--- config.mk ---
export PLATFORM = sky130hd
export DESIGN_NAME = amp_window_detector
export DESIGN_NICKNAME = d
export VERILOG_FILES = /design/src/rtl/amp_window_detector.sv
export SDC_FILE = /design/constraint.sdc
export NUM_CORES = 1
export LEC_CHECK = 0
export CORE_MARGIN = 2
export CORE_UTILIZATION = 50
export DETAILED_ROUTE_END_ITERATION = 12
export PLACE_DENSITY = 0.73
export SLEW_MARGIN = 10
export SYNTH_ARGS = -nofsm -noshare
export SYNTH_HDL_FRONTEND = slang
export SYNTH_SLANG_ARGS = --single-unit
export TNS_END_PERCENT = 1
--- constraint.sdc ---
create_clock -name clk -period 5.4 [get_ports clk]
set_clock_uncertainty 0.1 [all_clocks]
set_input_delay 0.54 -clock clk [delete_from_list [all_inputs] [get_ports clk]]
set_output_delay 0.54 -clock clk [all_outputs]
set_load 0.01 [all_outputs]
--- src/rtl/amp_window_detector.sv ---
`default_nettype none
// ============================================================================
//  Module   : amp_window_detector
//  Purpose  : Windowed peak-amplitude detector with hysteresis and
//             multi-window confirmation. It consumes the filtered sample
//             stream at the sample-strobe rate, reports the peak |y| of every
//             completed window and raises a detection flag once the amplitude
//             has stayed high for CONFIRM windows. The flag drops once the
//             amplitude has stayed low for CONFIRM windows.
//  Ports    : clk          - system clock
//             rst          - asynchronous, active-high reset
//             clk_en_i     - sample strobe, one clk wide
//             y_i          - signed filter output sample (W bits)
//             peak_o       - peak |y| of last completed window (W-1 bits)
//             peak_valid_o - one-clk pulse when peak_o is refreshed
//             detected_o   - amplitude-present flag
//  Revision : 1.0 - initial release
// ============================================================================
module amp_window_detector #(
  parameter int W       = 16,
  parameter int WIN     = 256,
  parameter int TH_HI   = 2048,
  parameter int TH_LO   = 1024,
  parameter int CONFIRM = 3
) (
  input  logic         clk,
  input  logic         rst,
  input  logic         clk_en_i,
  input  logic [W-1:0] y_i,
  output logic [W-2:0] peak_o,
  output logic         peak_valid_o,
  output logic         detected_o
);

  localparam int CW = $clog2(WIN);
  localparam int NW = $clog2(CONFIRM + 1);

  localparam logic [CW-1:0] LAST_IDX = CW'(WIN - 1);
  localparam logic [W-2:0]  HI_TH    = (W-1)'(TH_HI);
  localparam logic [W-2:0]  LO_TH    = (W-1)'(TH_LO);
  localparam logic [NW-1:0] CONF_N   = NW'(CONFIRM);
  localparam logic [NW-1:0] ONE_N    = NW'(1);

  typedef enum logic [1:0] {
    IDLE      = 2'd0,
    ARMING    = 2'd1,
    ACTIVE    = 2'd2,
    RELEASING = 2'd3
  } state_t;

  state_t         state_q;
  logic [CW-1:0]  win_cnt_q;
  logic [W-2:0]   run_max_q;
  logic [NW-1:0]  cnt_q;

  logic           is_min_d;
  logic [W-2:0]   mag_d;
  logic [W-2:0]   max_d;
  logic [NW-1:0]  cnt_inc_d;
  logic           win_end_d;
  logic           on_d;
  logic           off_d;

  always_comb begin
    // The most negative sample has no positive W-bit counterpart, so its
    // magnitude saturates to the largest W-1 bit value.
    is_min_d = (y_i == {1'b1, {(W-1){1'b0}}});
    if (is_min_d)
      mag_d = {(W-1){1'b1}};
    else if (y_i[W-1])
      mag_d = ~y_i[W-2:0] + {{(W-2){1'b0}}, 1'b1};
    else
      mag_d = y_i[W-2:0];

    // Max including the current sample: this is the new peak on window end.
    max_d     = (mag_d > run_max_q) ? mag_d : run_max_q;
    on_d      = (max_d >= HI_TH);
    off_d     = (max_d <  LO_TH);
    cnt_inc_d = cnt_q + ONE_N;
    win_end_d = (win_cnt_q == LAST_IDX);
  end

  always_ff @(posedge clk or posedge rst) begin
    if (rst) begin
      state_q      <= IDLE;
      win_cnt_q    <= '0;
      run_max_q    <= '0;
      cnt_q        <= '0;
      peak_o       <= '0;
      peak_valid_o <= 1'b0;
      detected_o   <= 1'b0;
    end else begin
      peak_valid_o <= 1'b0;
      if (clk_en_i) begin
        if (win_end_d) begin
          win_cnt_q    <= '0;
          run_max_q    <= '0;
          peak_o       <= max_d;
          peak_valid_o <= 1'b1;
          // Detection state only advances on window boundaries, judged on
          // the freshly completed window's peak.
          case (state_q)
            IDLE: begin
              if (on_d) begin
                if (CONFIRM == 1) begin
                  state_q    <= ACTIVE;
                  detected_o <= 1'b1;
                end else begin
                  state_q <= ARMING;
                  cnt_q   <= ONE_N;
                end
              end
            end
            ARMING: begin
              if (on_d) begin
                if (cnt_inc_d == CONF_N) begin
                  state_q    <= ACTIVE;
                  cnt_q      <= '0;
                  detected_o <= 1'b1;
                end else begin
                  cnt_q <= cnt_inc_d;
                end
              end else begin
                state_q <= IDLE;
                cnt_q   <= '0;
              end
            end
            ACTIVE: begin
              // Peaks in the band [TH_LO, TH_HI) keep the flag asserted.
              if (off_d) begin
                if (CONFIRM == 1) begin
                  state_q    <= IDLE;
                  detected_o <= 1'b0;
                end else begin
                  state_q <= RELEASING;
                  cnt_q   <= ONE_N;
                end
              end
            end
            RELEASING: begin
              if (off_d) begin
                if (cnt_inc_d == CONF_N) begin
                  state_q    <= IDLE;
                  cnt_q      <= '0;
                  detected_o <= 1'b0;
                end else begin
                  cnt_q <= cnt_inc_d;
                end
              end else begin
                state_q <= ACTIVE;
                cnt_q   <= '0;
              end
            end
            default: begin
              state_q    <= IDLE;
              cnt_q      <= '0;
              detected_o <= 1'b0;
            end
          endcase
        end else begin
          win_cnt_q <= win_cnt_q + 1'b1;
          run_max_q <= max_d;
        end
      end
    end
  end

endmodule
`default_nettype wire

==> run metrics <==
number of antenna violations at the first check in global routing 0; CTS HTree Levels 2; dominant combinational cell family by area after synthesis compound AO/OA/AOI/OAI gates; total core area 5205 µm²; die area 6089 µm²; pre-CTS worst setup slack 0.4318 ns; critical path class in2reg; Resize count post-CTS 0; largest net degree at the start of global routing 45; number of instances in the synthesized netlist 309; measured slew at the worst slew-check pin 0.8511 ns; Total GRT Usage 20.61%; Die Y 78.03 µm; Cell Count, Final, Fillers Out 415; number of max-cap violations 0; arrival time of data at the critical path endpoint 4.75 ns; post-layout power 0.001251 W; wire length of the first global-routing pass 10.09 mm; violation count after the first detailed-route iteration 86; post-DR wirelength/cell 14.02 µm; share of the clock period used by the worst path 86.92%; type of the worst min-delay path reg2reg; switching power summed over all nets 0.0004762 W; post-synthesis cell type count 48; number of enable-type register cells in the synthesized netlist 0; Final nets 380; total of endpoints with negative setup slack in the final report 0; post-synthesis mux area share 3.014%; register share of total power 37.5%; proportion of power drawn by combinational gates 42.8%; remaining antenna violation count after routing 0; max-slew headroom at the worst pin 43.12%; via count 2315; number of placement rows 26; proportion of total power due to net switching 38.07%; number of remaining DRC errors 0; syn_nets 345; static leakage 1.457 nW; area of the mapped netlist 2740 µm²; compound-cell area share of the yosys netlist 20.64%; async set-or-reset flop fraction in the synthesized netlist 100.0%; startpoint types input port; placer's final routability congestion estimate 0.8447; Avg Inst Size Synth 8.868 µm²; detailed-placement wirelength estimate 4.516 mm; detailed-route vias per instance 5.578; Yosys Warn Count 0; Hold Buf Count CTS 0; total number of clock tree sinks 44; horizontal die dimension 78.03 µm; power per cell area 381.6 nW/µm²; cell type with the highest aggregate area in the netlist sky130_fd_sc_hd__dfrtp_1; sequential cell area fraction in the yosys report 40.18%; clock network power share 19.7%; 1st-pass router iterations 4; DRT Wirelength 5.817 mm; Clk Latency, worst-skew pair 0.29 ns; clock input transition at the sequential cells of the worst setup and hold paths 0.09 ns; endpoint kind of the worst setup timing path flop; Post-CTS Setup Repair Bufs 0; slack of the critical path 0.7061 ns; leading cell type in the layout, fill and taps excluded sky130_fd_sc_hd__dfrtp_1; internal power consumption 0.0007746 W; number of hold violations in the final report 0; clock period minus final worst setup slack 4.694 ns; adder-cell area share of the yosys netlist 7.763%; leading post-synthesis cells by cell area sky130_fd_sc_hd__dfrtp_1 (40%), sky130_fd_sc_hd__ha_1 (7.8%), sky130_fd_sc_hd__nand2_1 (5.3%); TritonCTS buffer count 5; main flop type after synthesis sky130_fd_sc_hd__dfrtp_1; initial cell density of the core 52.64%; Cell Count Post-Placement 407; via count of the first global-routing pass 2130; CTS Root Buffer Type sky130_fd_sc_hd__clkbuf_8; worst-path maximum fanout 12; unrepaired setup endpoints after global routing no; fraction of layout cells with a size suffix above 1 8.406%; status finished, final reports clean; antenna diode count 0; Setup TNS Final 0 ns; Synth Register Bits 44; maximum count of clock buffers along a single path 2; number of slew-limit violations in the final report 0; residual overflow from global routing 0; required arrival time at the worst endpoint 5.46 ns; xor and xnor area share after synthesis 4.475%; area overhead of the layout relative to synthesis 19.63%; upper clock frequency limit 213.0 MHz; synthesized-area fraction occupied by and/or/nand/nor cells 18.72%; CTS tree done; most frequent cells in the layout sky130_fd_sc_hd__dfrtp_1 (44), sky130_fd_sc_hd__nand2_1 (39), sky130_fd_sc_hd__clkdlybuf4s50_1 (35), sky130_fd_sc_hd__o21ai_0 (27), sky130_fd_sc_hd__nor2_1 (27); I/O Buffers 35; Worst VDD drop 0.0001424 V; share of the synthesized area in the top cell type 40.18%; ports placed on the boundary 36
[through the flow]
step / util [%] / hold slack, ns / cell area, µm²
detailed placement: 60.91 / 0.3596 / 3171
floorplan: - / 0.3423 / 2740
global placement: 60.91 / 0.3600 / 3171
global route: 62.98 / 0.3942 / 3278
finish: 62.98 / 0.3716 / 3278
CTS: 62.98 / 0.3752 / 3278
[metal layers]
metal  part of all wire, %  vias to the layer above  GRT usage (%)
li1                      -                     1173              -
met1                    49                     1069          29.58
met2                    45                       65          32.84
met3                   4.2                        8          2.644
met4                   1.4                        0          6.140
met5                     0                        -              0
[Yosys cell counts, types with 2 or more instances]
| cell | count |
|---|---|
| sky130_fd_sc_hd__a21oi_2 | 3 |
| sky130_fd_sc_hd__o31ai_1 | 4 |
| sky130_fd_sc_hd__o22ai_1 | 6 |
| sky130_fd_sc_hd__o41ai_1 | 2 |
| sky130_fd_sc_hd__nor4_1 | 5 |
| sky130_fd_sc_hd__xor2_1 | 10 |
| sky130_fd_sc_hd__a41oi_1 | 3 |
| sky130_fd_sc_hd__or3_1 | 3 |
| sky130_fd_sc_hd__a22o_1 | 9 |
| sky130_fd_sc_hd__mux2i_1 | 3 |
| sky130_fd_sc_hd__and3_1 | 2 |
| sky130_fd_sc_hd__o21ai_0 | 27 |
| sky130_fd_sc_hd__xnor2_1 | 4 |
| sky130_fd_sc_hd__mux2_2 | 2 |
| sky130_fd_sc_hd__inv_1 | 22 |
| sky130_fd_sc_hd__nand4_1 | 7 |
| sky130_fd_sc_hd__nand3_1 | 5 |
| sky130_fd_sc_hd__a21oi_1 | 21 |
| sky130_fd_sc_hd__clkbuf_1 | 12 |
| sky130_fd_sc_hd__dfrtp_1 | 44 |
| sky130_fd_sc_hd__nand3b_1 | 2 |
| sky130_fd_sc_hd__nor2_1 | 27 |
| sky130_fd_sc_hd__nor3b_1 | 2 |
| sky130_fd_sc_hd__or2_2 | 3 |
| sky130_fd_sc_hd__ha_1 | 17 |
| sky130_fd_sc_hd__nand2_1 | 39 |
| sky130_fd_sc_hd__mux2_4 | 2 |
| sky130_fd_sc_hd__or4_1 | 2 |
| sky130_fd_sc_hd__nor2b_1 | 2 |
[flip-flops by register name (all words and copies together) (netlist names)]
| signal | flops |
|---|---|
| peak_o | 15 |
| run_max_q | 15 |
| win_cnt_q | 8 |
| cnt_q | 2 |
| state_q | 2 |
| detected_o | 1 |
| peak_valid_o | 1 |
[critical path: stages]
cell and delay (ns):
sky130_fd_sc_hd__clkdlybuf4s50_1 0.41, sky130_fd_sc_hd__inv_1 0.08, sky130_fd_sc_hd__ha_1 0.19, sky130_fd_sc_hd__or4b_1 0.56
sky130_fd_sc_hd__nor4_1 0.38, sky130_fd_sc_hd__nand3b_1 0.31, sky130_fd_sc_hd__nand2_1 0.25, sky130_fd_sc_hd__ha_1 0.28
sky130_fd_sc_hd__a211oi_1 0.21, sky130_fd_sc_hd__nor2_1 0.10, sky130_fd_sc_hd__o31ai_1 0.27, sky130_fd_sc_hd__a21oi_2 0.12
sky130_fd_sc_hd__buf_4 0.19, sky130_fd_sc_hd__mux2_4 0.34, sky130_fd_sc_hd__and4_1 0.19, sky130_fd_sc_hd__a41oi_1 0.18
sky130_fd_sc_hd__o311ai_1 0.13
[final timing paths]
check                                  start            end  slack (ns)  cells after the start
min in group asynchronous                rst  run_max_q[10]        0.60                      3
worst min-delay path            win_cnt_q[6]   win_cnt_q[6]        0.37                      1
worst min register to register  win_cnt_q[6]   win_cnt_q[6]        0.37                      1
max in group asynchronous                rst   win_cnt_q[7]        4.24                      3
worst max-delay path                  y_i[0]       cnt_q[1]        0.71                     17
worst max register to register  win_cnt_q[0]       cnt_q[1]        2.33                     10
[power by group through the flow]
stage | Combinational (W) | Sequential [W] | Clock [W]
after floorplan | 0.000389 | 0.000457 | 0
after global placement | 0.000516 | 0.000470 | 0
after detailed placement | 0.000532 | 0.000470 | 0
after CTS | 0.000532 | 0.000467 | 0.000252
after global routing | 0.000605 | 0.000479 | 0.000268
final | 0.000536 | 0.000469 | 0.000246
[cell type report]
cell class / count / area [µm²]
clock inverter: 2 / 35.03
tap: 70 / 87.58
clock buffer: 6 / 72.57
fill: 470 / 1927
sequential: 44 / 1101
timing repair buffer: 41 / 395.4
inverter: 23 / 86.33
multi-input combinational: 229 / 1500
[kinds of logic after synthesis]
kind of cell,count (synthesis)
simple gates,106
compound gates,85
mux,7
buf+inv,36
fa+ha+maj,17
flops,44
xor+xnor,14
Note: power is estimated with default switching activity, not from simulation.
